`src/rtl/decade_ctrl_pkg.sv`:
```
`default_nettype none
// ============================================================================
// Module      : decade_ctrl_pkg
// Description : Shared types and helpers for the decade counter controller:
//               FSM state encoding, BCD digit maximum and BCD clamp function.
// Revision    : 1.0 - initial release
// ============================================================================
package decade_ctrl_pkg;

    // Controller run states, explicitly encoded in two bits
    typedef enum logic [1:0] {
        IDLE  = 2'd0,
        RUN   = 2'd1,
        PAUSE = 2'd2
    } ctrl_state_t;

    // Largest legal value of a BCD digit
    localparam logic [3:0] BCD_MAX = 4'd9;

    // Saturate a nibble into the legal BCD range 0-9
    function automatic logic [3:0] bcd_clamp(input logic [3:0] d);
        return (d > BCD_MAX) ? BCD_MAX : d;
    endfunction

endpackage
`default_nettype wire

```
`src/rtl/bcd_digit.sv`:
```
`default_nettype none
// ============================================================================
// Module      : bcd_digit
// Description : One 0-9 up/down BCD digit with synchronous load. term flags
//               the digit value that produces a carry/borrow to the next digit.
// Revision    : 1.0 - initial release
// ============================================================================
module bcd_digit
    import decade_ctrl_pkg::*;
(
    input  logic       clk,
    input  logic       reset,
    input  logic       en,
    input  logic       up,
    input  logic       ld,
    input  logic [3:0] ld_val,
    output logic [3:0] q,
    output logic       term
);

    logic [3:0] r_q;

    // Digit register: load has priority over a count step; wraps 9<->0
    always_ff @(posedge clk or negedge reset) begin
        if (!reset) begin
            r_q <= 4'd0;
        end else if (ld) begin
            r_q <= ld_val;
        end else if (en) begin
            if (up) begin
                r_q <= (r_q == BCD_MAX) ? 4'd0 : r_q + 4'd1;
            end else begin
                r_q <= (r_q == 4'd0) ? BCD_MAX : r_q - 4'd1;
            end
        end
    end

    assign q    = r_q;
    assign term = up ? (r_q == BCD_MAX) : (r_q == 4'd0);

endmodule
`default_nettype wire

```
`src/rtl/decade_counter_ctrl.sv`:
```
`default_nettype none
// ============================================================================
// Module      : decade_counter_ctrl
// Description : Run controller for a chain of cascaded BCD decade counters.
//               Prescaled step rate, start/stop/clear/load commands, up/down
//               direction latch and whole-chain wrap pulse.
// Revision    : 1.0 - initial release
// ============================================================================
module decade_counter_ctrl
    import decade_ctrl_pkg::*;
#(
    parameter int DIGITS       = 4,
    parameter int PRESCALE     = 5,
    parameter int HALT_ON_WRAP = 0
) (
    input  logic                  clk,
    input  logic                  reset,
    input  logic                  start,
    input  logic                  stop,
    input  logic                  clear,
    input  logic                  dir,
    input  logic                  load,
    input  logic [4*DIGITS-1:0]   load_val,
    output logic [4*DIGITS-1:0]   q,
    output logic                  run,
    output logic                  wrap
);

    localparam int              c_PW   = (PRESCALE > 1) ? $clog2(PRESCALE) : 1;
    localparam logic [c_PW-1:0] c_PMAX = c_PW'(PRESCALE - 1);

    ctrl_state_t         r_state;
    ctrl_state_t         w_state_nxt;
    logic [c_PW-1:0]     r_presc;
    logic [c_PW-1:0]     w_presc_nxt;
    logic                r_dir;
    logic                w_dir_nxt;
    logic                r_wrap;
    logic                w_wrap_nxt;

    logic                w_start_ok;
    logic                w_count;
    logic                w_step;
    logic                w_up;
    logic                w_ld;
    logic [4*DIGITS-1:0] w_ld_val;
    logic [DIGITS-1:0]   w_term;
    logic [DIGITS:0]     w_en;

    // start wins only when no higher-priority command is present and we are not running
    assign w_start_ok = start && !clear && !stop && (r_state != RUN);

    // The prescaler advances in RUN and also on the resume edge out of PAUSE,
    // so a held value p leads to the next step PRESCALE-1-p cycles later
    assign w_count = !clear && !stop &&
                     ((r_state == RUN) || ((r_state == PAUSE) && start));
    assign w_step  = w_count && (r_presc == c_PMAX);

    // Direction used this cycle: a freshly accepted start applies immediately
    assign w_up = w_start_ok ? dir : r_dir;

    // clear reuses the digit load path with an all-zero value
    assign w_ld = clear || ((r_state == IDLE) && load && !start && !stop);

    // Carry/borrow ripple: digit i steps only when all lower digits are terminal
    assign w_en[0] = w_step;

    for (genvar gi = 0; gi < DIGITS; gi++) begin : g_digit
        assign w_ld_val[4*gi +: 4] = clear ? 4'd0 : bcd_clamp(load_val[4*gi +: 4]);
        assign w_en[gi+1]          = w_en[gi] & w_term[gi];

        bcd_digit u_digit (
            .clk    (clk),
            .reset  (reset),
            .en     (w_en[gi]),
            .up     (w_up),
            .ld     (w_ld),
            .ld_val (w_ld_val[4*gi +: 4]),
            .q      (q[4*gi +: 4]),
            .term   (w_term[gi])
        );
    end

    // Next-state, prescaler, direction latch and wrap decode
    always_comb begin
        w_state_nxt = r_state;
        w_presc_nxt = r_presc;
        w_dir_nxt   = r_dir;
        w_wrap_nxt  = 1'b0;

        if (clear) begin
            w_state_nxt = IDLE;
            w_presc_nxt = '0;
        end else begin
            case (r_state)
                IDLE: begin
                    if (w_start_ok) begin
                        w_state_nxt = RUN;
                        w_presc_nxt = '0;
                        w_dir_nxt   = dir;
                    end
                end
                RUN: begin
                    if (stop) begin
                        w_state_nxt = PAUSE;
                    end
                end
                PAUSE: begin
                    if (w_start_ok) begin
                        w_state_nxt = RUN;
                        w_dir_nxt   = dir;
                    end
                end
                default: begin
                    w_state_nxt = IDLE;
                    w_presc_nxt = '0;
                end
            endcase

            if (w_count) begin
                w_presc_nxt = (r_presc == c_PMAX) ? '0 : r_presc + c_PW'(1);
            end

            // w_en[DIGITS] is high only on a step where every digit wraps
            if (w_en[DIGITS]) begin
                w_wrap_nxt = 1'b1;
                if (HALT_ON_WRAP != 0) begin
                    w_state_nxt = IDLE;
                end
            end
        end
    end

    // Controller state registers
    always_ff @(posedge clk or negedge reset) begin
        if (!reset) begin
            r_state <= IDLE;
            r_presc <= '0;
            r_dir   <= 1'b1;
            r_wrap  <= 1'b0;
        end else begin
            r_state <= w_state_nxt;
            r_presc <= w_presc_nxt;
            r_dir   <= w_dir_nxt;
            r_wrap  <= w_wrap_nxt;
        end
    end

    assign run  = (r_state == RUN);
    assign wrap = r_wrap;

endmodule
`default_nettype wire
```
`config.mk`:
```
export PLATFORM = sky130hd
export DESIGN_NAME = decade_counter_ctrl
export DESIGN_NICKNAME = d
export VERILOG_FILES = /design/src/rtl/decade_ctrl_pkg.sv /design/src/rtl/bcd_digit.sv /design/src/rtl/decade_counter_ctrl.sv
export SDC_FILE = /design/constraint.sdc
export NUM_CORES = 1
export LEC_CHECK = 0
export ABC_AREA = 1
export CORE_MARGIN = 2
export CORE_UTILIZATION = 51
export DETAILED_ROUTE_END_ITERATION = 6
export GPL_ROUTABILITY_DRIVEN = 0
export PLACE_DENSITY = 0.83
export SKIP_LAST_GASP = 1
export SYNTH_ARGS = -nofsm -noshare
export SYNTH_HDL_FRONTEND = slang
export SYNTH_SLANG_ARGS = --single-unit
export TNS_END_PERCENT = 30
```
`constraint.sdc`:
```
create_clock -name clk -period 2 [get_ports clk]
set_clock_uncertainty 0.15 [all_clocks]
set_input_delay 0.6 -clock clk [delete_from_list [all_inputs] [get_ports clk]]
set_output_delay 0.6 -clock clk [all_outputs]
set_load 0.1 [all_outputs]
```
# Word level (Yosys, flattened, before mapping)
# Index checks and enable logic that the tools add are counted.
# totals
regBits,23
input_bits,23
# classes
addsub,9
order_cmp,4
n_eq_ne,12
muxes,44
bitwise_logic,5
reduce_logical,29
# op_table
op,count
4-bit 2-to-1 mux,28
4-bit by 1-bit adder with 4-bit output (second input constant),4
4-bit equality test (second input constant),4
4-bit greater-than comparator (second input constant),4
4-bit zero test,4
4-bit by 1-bit subtractor with 4-bit output (second input constant),4
3-bit 2-to-1 mux,4
1-bit logical AND,10
2-bit nonzero test,4
1-bit 2-to-1 mux,7
2-bit 2-to-1 mux,3
3-bit by 1-bit != test with 1-bit output (second input constant),2
3-bit case mux with 2 select lines,1
2-bit AND reduction,3
1-bit AND,4
4-bit != test (second input constant),1
2-bit case mux with 2 select lines,1
2-bit OR reduction,2
3-bit by 1-bit adder with 3-bit output (second input constant),1
3-bit equality test (second input constant),1
1-bit zero test,3
3-bit != test (second input constant),1
2-bit by 1-bit equality test with 1-bit output (second input constant),1
2-bit equality test (second input constant),1
other kinds (4),5

# Logic depth before layout (Yosys ltp)
# logic_depth
word_depth,12
mapped_depth,13

# Modules after synthesis
# From an unflattened synthesis, not the netlist that was laid out.
# hier_totals
cells_unflattened,333
hier_area_um2,2087.0
# modules_own_cells
mod,n_inst,cells_per_inst,area_per_inst_um2,seq_area_each_um2
bcd_digit,4,56,342.8,100.1
decade_counter_ctrl,1,109,715.7,176.4

# Least setup slack after synthesis
# Ideal clock, no wire load.
# synth_timing
kind,register to register
startpoint,register r_state[1]
endpoint,register g_digit[2].u_digit.r_q[2]
setup_time_ns,0.131
arrival_ns,2.299
path_slack_ns,-0.580
path_stages_with_launch,13
n_path_buf,1
synth_period_minus_slack_ns,2.580
cell_sequence,dfrtp_1 -> inv_1 -> ha_1 -> inv_1 -> nand3_2 -> nand2_1 -> nand2_1 -> buf_2 -> nand3_1 -> nand3_1 -> nand2_1 -> nand2_1 -> o21ai_0
# synth_lines
item,line,text
start: declaration,decade_counter_ctrl.sv:32,ctrl_state_t r_state;
start signal: assignment,decade_counter_ctrl.sv:142,r_state <= w_state_nxt;
2-bit by 1-bit equality test with 1-bit output,n/a,
named net run,decade_counter_ctrl.sv:25,"output logic run,"
1-bit logical OR,decade_counter_ctrl.sv:56,((r_state == RUN) || ((r_state == PAUSE) && start));
1-bit logical AND,decade_counter_ctrl.sv:55,assign w_count = !clear && !stop &&
1-bit logical AND,decade_counter_ctrl.sv:57,assign w_step = w_count && (r_presc == c_PMAX);
1-bit AND (2 in a row),decade_counter_ctrl.sv:70,assign w_en[gi+1] = w_en[gi] & w_term[gi];
2-bit nonzero test (no source line),n/a,
end signal: assignment,bcd_digit.sv:28,r_q <= ld_val;
end signal: assignment,bcd_digit.sv:31,r_q <= (r_q == BCD_MAX) ? 4'd0 : r_q + 4'd1;
end signal: assignment,bcd_digit.sv:33,r_q <= (r_q == 4'd0) ? BCD_MAX : r_q - 4'd1;
end: declaration,bcd_digit.sv:21,logic [3:0] r_q;
# The timed path passes the listed nets, and every way through them passes these cells. The select of a mux whose other input is x is not followed.
# A chain may end at the register's enable or synchronous reset.

# Worst setup path after layout
# layout_timing
startpoint,register g_digit[0].u_digit.r_q[2]
endpoint,register g_digit[2].u_digit.r_q[2]
# layout_via
elab_chain_cells,5
# layout_lines
item,line,text
start: declaration,bcd_digit.sv:21,
start signal: assignment,bcd_digit.sv:28,
start signal: assignment,bcd_digit.sv:31,
start signal: assignment,bcd_digit.sv:33,
4-bit equality test / 4-bit zero test (equally long branches),bcd_digit.sv:39,assign term = up ? (r_q == BCD_MAX) : (r_q == 4'd0);
1-bit 2-to-1 mux *,bcd_digit.sv:39,
1-bit AND * (2 in a row),decade_counter_ctrl.sv:70,
2-bit nonzero test (no source line) *,n/a,
# Every way passes the cells marked *; elsewhere a longest branch is shown, timed or not.

==> reports/qor.txt <==
==============================================================================
Failing checks                                                    setup timing
Busiest layer in global routing                                           met2
Net Count, Synth                                                           320
Clock latency reported for the late side of the worst-skew pair         270 ps
Unrepaired setup endpoints after global routing                            yes
Largest buffer count on any clock path                                       2
Via count                                                                2,309
Max-slew violation count                                                     0
Count of state elements after synthesis                                     23
Final Net Count                                                            379
Clock buffer count from CTS                                                  3
Total number of placement rows                                              22
Count of cell types in the netlist                                          33
Synthesis-to-layout area growth                                          51.5%
Leakage power summed over all cells                                    1.35 nW
Die Y                                                                  64.6 µm
CP peak stage delay                                                     460 ps
Gate count after technology mapping                                        292
Global-route wire length before repair                                 8740 µm
Reg-to-reg setup timing slack                                          -110 ps
Final clock period utilization by the worst path                          1.05
Placed Area                                                           2630 µm²
Final sum of negative setup slack                                      -653 ps
Total of warnings raised by yosys                                            0
DR DRC count                                                                 0
Clock slew at reported path FFs                                          90 ps
GR Util All Layers                                                       0.264
Post-Route WL                                                          5970 µm
Placeable Area                                                        3610 µm²
Slew margin rel.                                                         0.693
Vias in the first global route                                           1,965
Maximum vdd ir drop                                                    1.07 mV
Routed vias/inst                                                          5.80
Total standard cell area after synthesis                              1870 µm²
DR WL/cell                                                             15.0 µm
Root Buffer Master                                                sky130_fd_sc_hd__clkbuf_8
Gr ovfl total                                                                0
Non-Filler Cell Area, Final                                           2840 µm²
Achievable clock frequency                                             474 MHz
Initial DRT Pass Iterations                                                  6
Final setup vio count                                                       12
Portion of the post-synthesis area used by sequential elements           0.308
Global routing usage on met3                                            0.0451
Number of buffer cells added on primary ports                               40
Share of cells above drive strength 1                                    0.246
Largest fanout on the critical path                                          7
Pin count of the biggest net entering global routing                        24
Number of sinks driven by the clock tree                                    23
Number of DRC markers in iteration 0                                       343
Inserted Diodes                                                              0
Setup WS post-layout                                                   -109 ps
Total count of hold-check failures in the final report                       0
HPWL Detailed                                                          3850 µm
Global Route met1 Usage                                                  0.329
Fraction of met2 tracks used by global routing                           0.449
Die area                                                              4180 µm²
Floorplan die width                                                    64.6 µm
WP data required                                                       2010 ps
Effective utilization at floorplan                                       0.520
Tightest Hold Check Type                                          flip-flop to flip-flop
H-tree Lvls                                                                  1
Count of max-cap constraint violations                                       0
Critical path data arrival time                                        2120 ps
Syn avg cell area                                                     6.42 µm²
Critical setup path kind                                          flip-flop to flip-flop
Status                                                            complete, but fails checks
TritonCTS clock tree                                                     built
Pin slew with the least headroom to its limit                           458 ps
Kind of start point of the critical path                             flip-flop
Ports placed on the boundary                                                41
Final period demand of the worst path                                  2110 ps
Crit. End Element                                                    flip-flop
Cell Chain, Critical Path                                         inv_1, nand2_1, nor2_1, nand3b_1, nand3_2, o21ai_4, o21ai_0
Master of the slowest instance on the critical path               sky130_fd_sc_hd__dfrtp_2
Total power divided by cell area                                   1530 nW/µm²
Final ANT Viol Nets                                                          0
Initial antenna violation count                                              0
==============================================================================
[logic make-up (layout without fill, tap and decap cells)]
kind of cell,Yosys count,after routing,share of synthesized area
buffers and inverters,40,98,0.0841
AO/OA/AOI/OAI,44,44,0.135
AND/OR/NAND/NOR,174,174,0.412
XOR/XNOR,6,6,0.0280
flip-flops,23,23,0.308
adder cells (fa/ha/maj),5,5,0.0334
[worst max-delay path: cells and delay by family, from the launching register on]
kind	cells	cell delay [ps]
flops	1	460
simple gates	4	880
compound gates	2	340
buf+inv	1	170
[routing by layer]
layer	wire [µm]	vias to the layer above
met4	404	0
met3	493	40
met2	2770	146
met1	2300	1051
li1	-	1072
met5	0	-
[cell usage after synthesis, drive strengths merged]
cell    instances  area (µm²)
xor2            5        43.8
o22ai           2        12.5
a21oi           9        45.0
clkbuf          1        3.75
xnor2           1        8.76
ha              5        62.6
o211ai          3        22.5
dfrtp          22         551
nor2           25         109
buf             4        22.5
nand4           6        43.8
a31oi           2        12.5
o21ai          23         119
a22oi           2        15.0
or2             1        6.26
nand3          34         188
dfstp           1        26.3
inv            35         131
a41oi           1        8.76
o221ai          2        17.5
nor3            1        5.00
nand2         104         398
nand3b          3        22.5
[path summary, 6_finish.rpt]
path	end	startpoint	depth (start not counted)
setup / recovery	g_digit[2].u_digit.q[2]$_DFFE_PN0P_	g_digit[0].u_digit.q[2]$_DFFE_PN0P_	7
hold / removal	r_dir$_DFFE_PN1P_	r_dir$_DFFE_PN1P_	2
setup reg to reg	g_digit[2].u_digit.q[2]$_DFFE_PN0P_	g_digit[0].u_digit.q[2]$_DFFE_PN0P_	7
hold reg to reg	r_dir$_DFFE_PN1P_	r_dir$_DFFE_PN1P_	2
max in group asynchronous	r_dir$_DFFE_PN1P_	reset	2
min in group asynchronous	g_digit[3].u_digit.q[1]$_DFFE_PN0P_	reset	2
[metrics by stage]
stage	total power, W	util	setup slack (ps)	hold slack (ps)	std cells
2_1_floorplan	0.00275	-	1.41	154	292
5_1_grt	0.00459	0.788	-257	442	398
4_1_cts	0.00406	0.750	-13.8	370	394
6_report	0.00435	0.788	-109	405	398
3_5_place_dp	0.00373	0.729	-425	352	389
3_3_place_gp	0.00367	0.729	-369	351	389
[flip-flops by register name, summed over array words and instances, names as in the netlist]
name               flops
g_digit.u_digit.q     16
r_presc                3
r_state                2
r_dir                  1
wrap                   1
[placed cells by master, fill, tap and decap left out, types with 4 or more instances in the layout]
cell / n
sky130_fd_sc_hd__buf_12: 19
sky130_fd_sc_hd__ha_1: 4
sky130_fd_sc_hd__nand4_1: 5
sky130_fd_sc_hd__inv_2: 4
sky130_fd_sc_hd__dfrtp_2: 8
sky130_fd_sc_hd__nor2_1: 19
sky130_fd_sc_hd__nand3_1: 29
sky130_fd_sc_hd__a21oi_1: 8
sky130_fd_sc_hd__xor2_1: 5
sky130_fd_sc_hd__dfrtp_1: 14
sky130_fd_sc_hd__o21ai_0: 18
sky130_fd_sc_hd__inv_1: 30
sky130_fd_sc_hd__nand2_1: 93
sky130_fd_sc_hd__clkdlybuf4s50_1: 18
sky130_fd_sc_hd__nand2_2: 5
sky130_fd_sc_hd__nor2_4: 4
sky130_fd_sc_hd__buf_4: 15
sky130_fd_sc_hd__nand2_4: 6
[power by group]
| part | internal (W) | switching (W) |
|---|---|---|
| combinational | 0.00110 | 0.00202 |
| sequential | 0.000622 | 0.000299 |
| clock | 0.000140 | 0.000167 |
| total | 0.00186 | 0.00249 |
[timing repair]
action / 4_1_cts / 5_1_grt
setup buffers: 1 / 4
endpoints found under the setup margin: 17 / 17
cloned: 0 / 0
resized for setup: 8 / 34
pin swaps: 2 / 19
hold buffers: 0 / 0
[area by class of cell]
class,instances,area [µm²]
Clock buffer,3,41.3
Clock inverter,1,5.00
Fill cell,225,766
Inverter,35,135
Multi-Input combinational cell,229,1270
Sequential cell,23,587
Tap cell,48,60.1
Timing Repair Buffer,59,738
No activity file was read; power rests on OpenSTA's default activity.
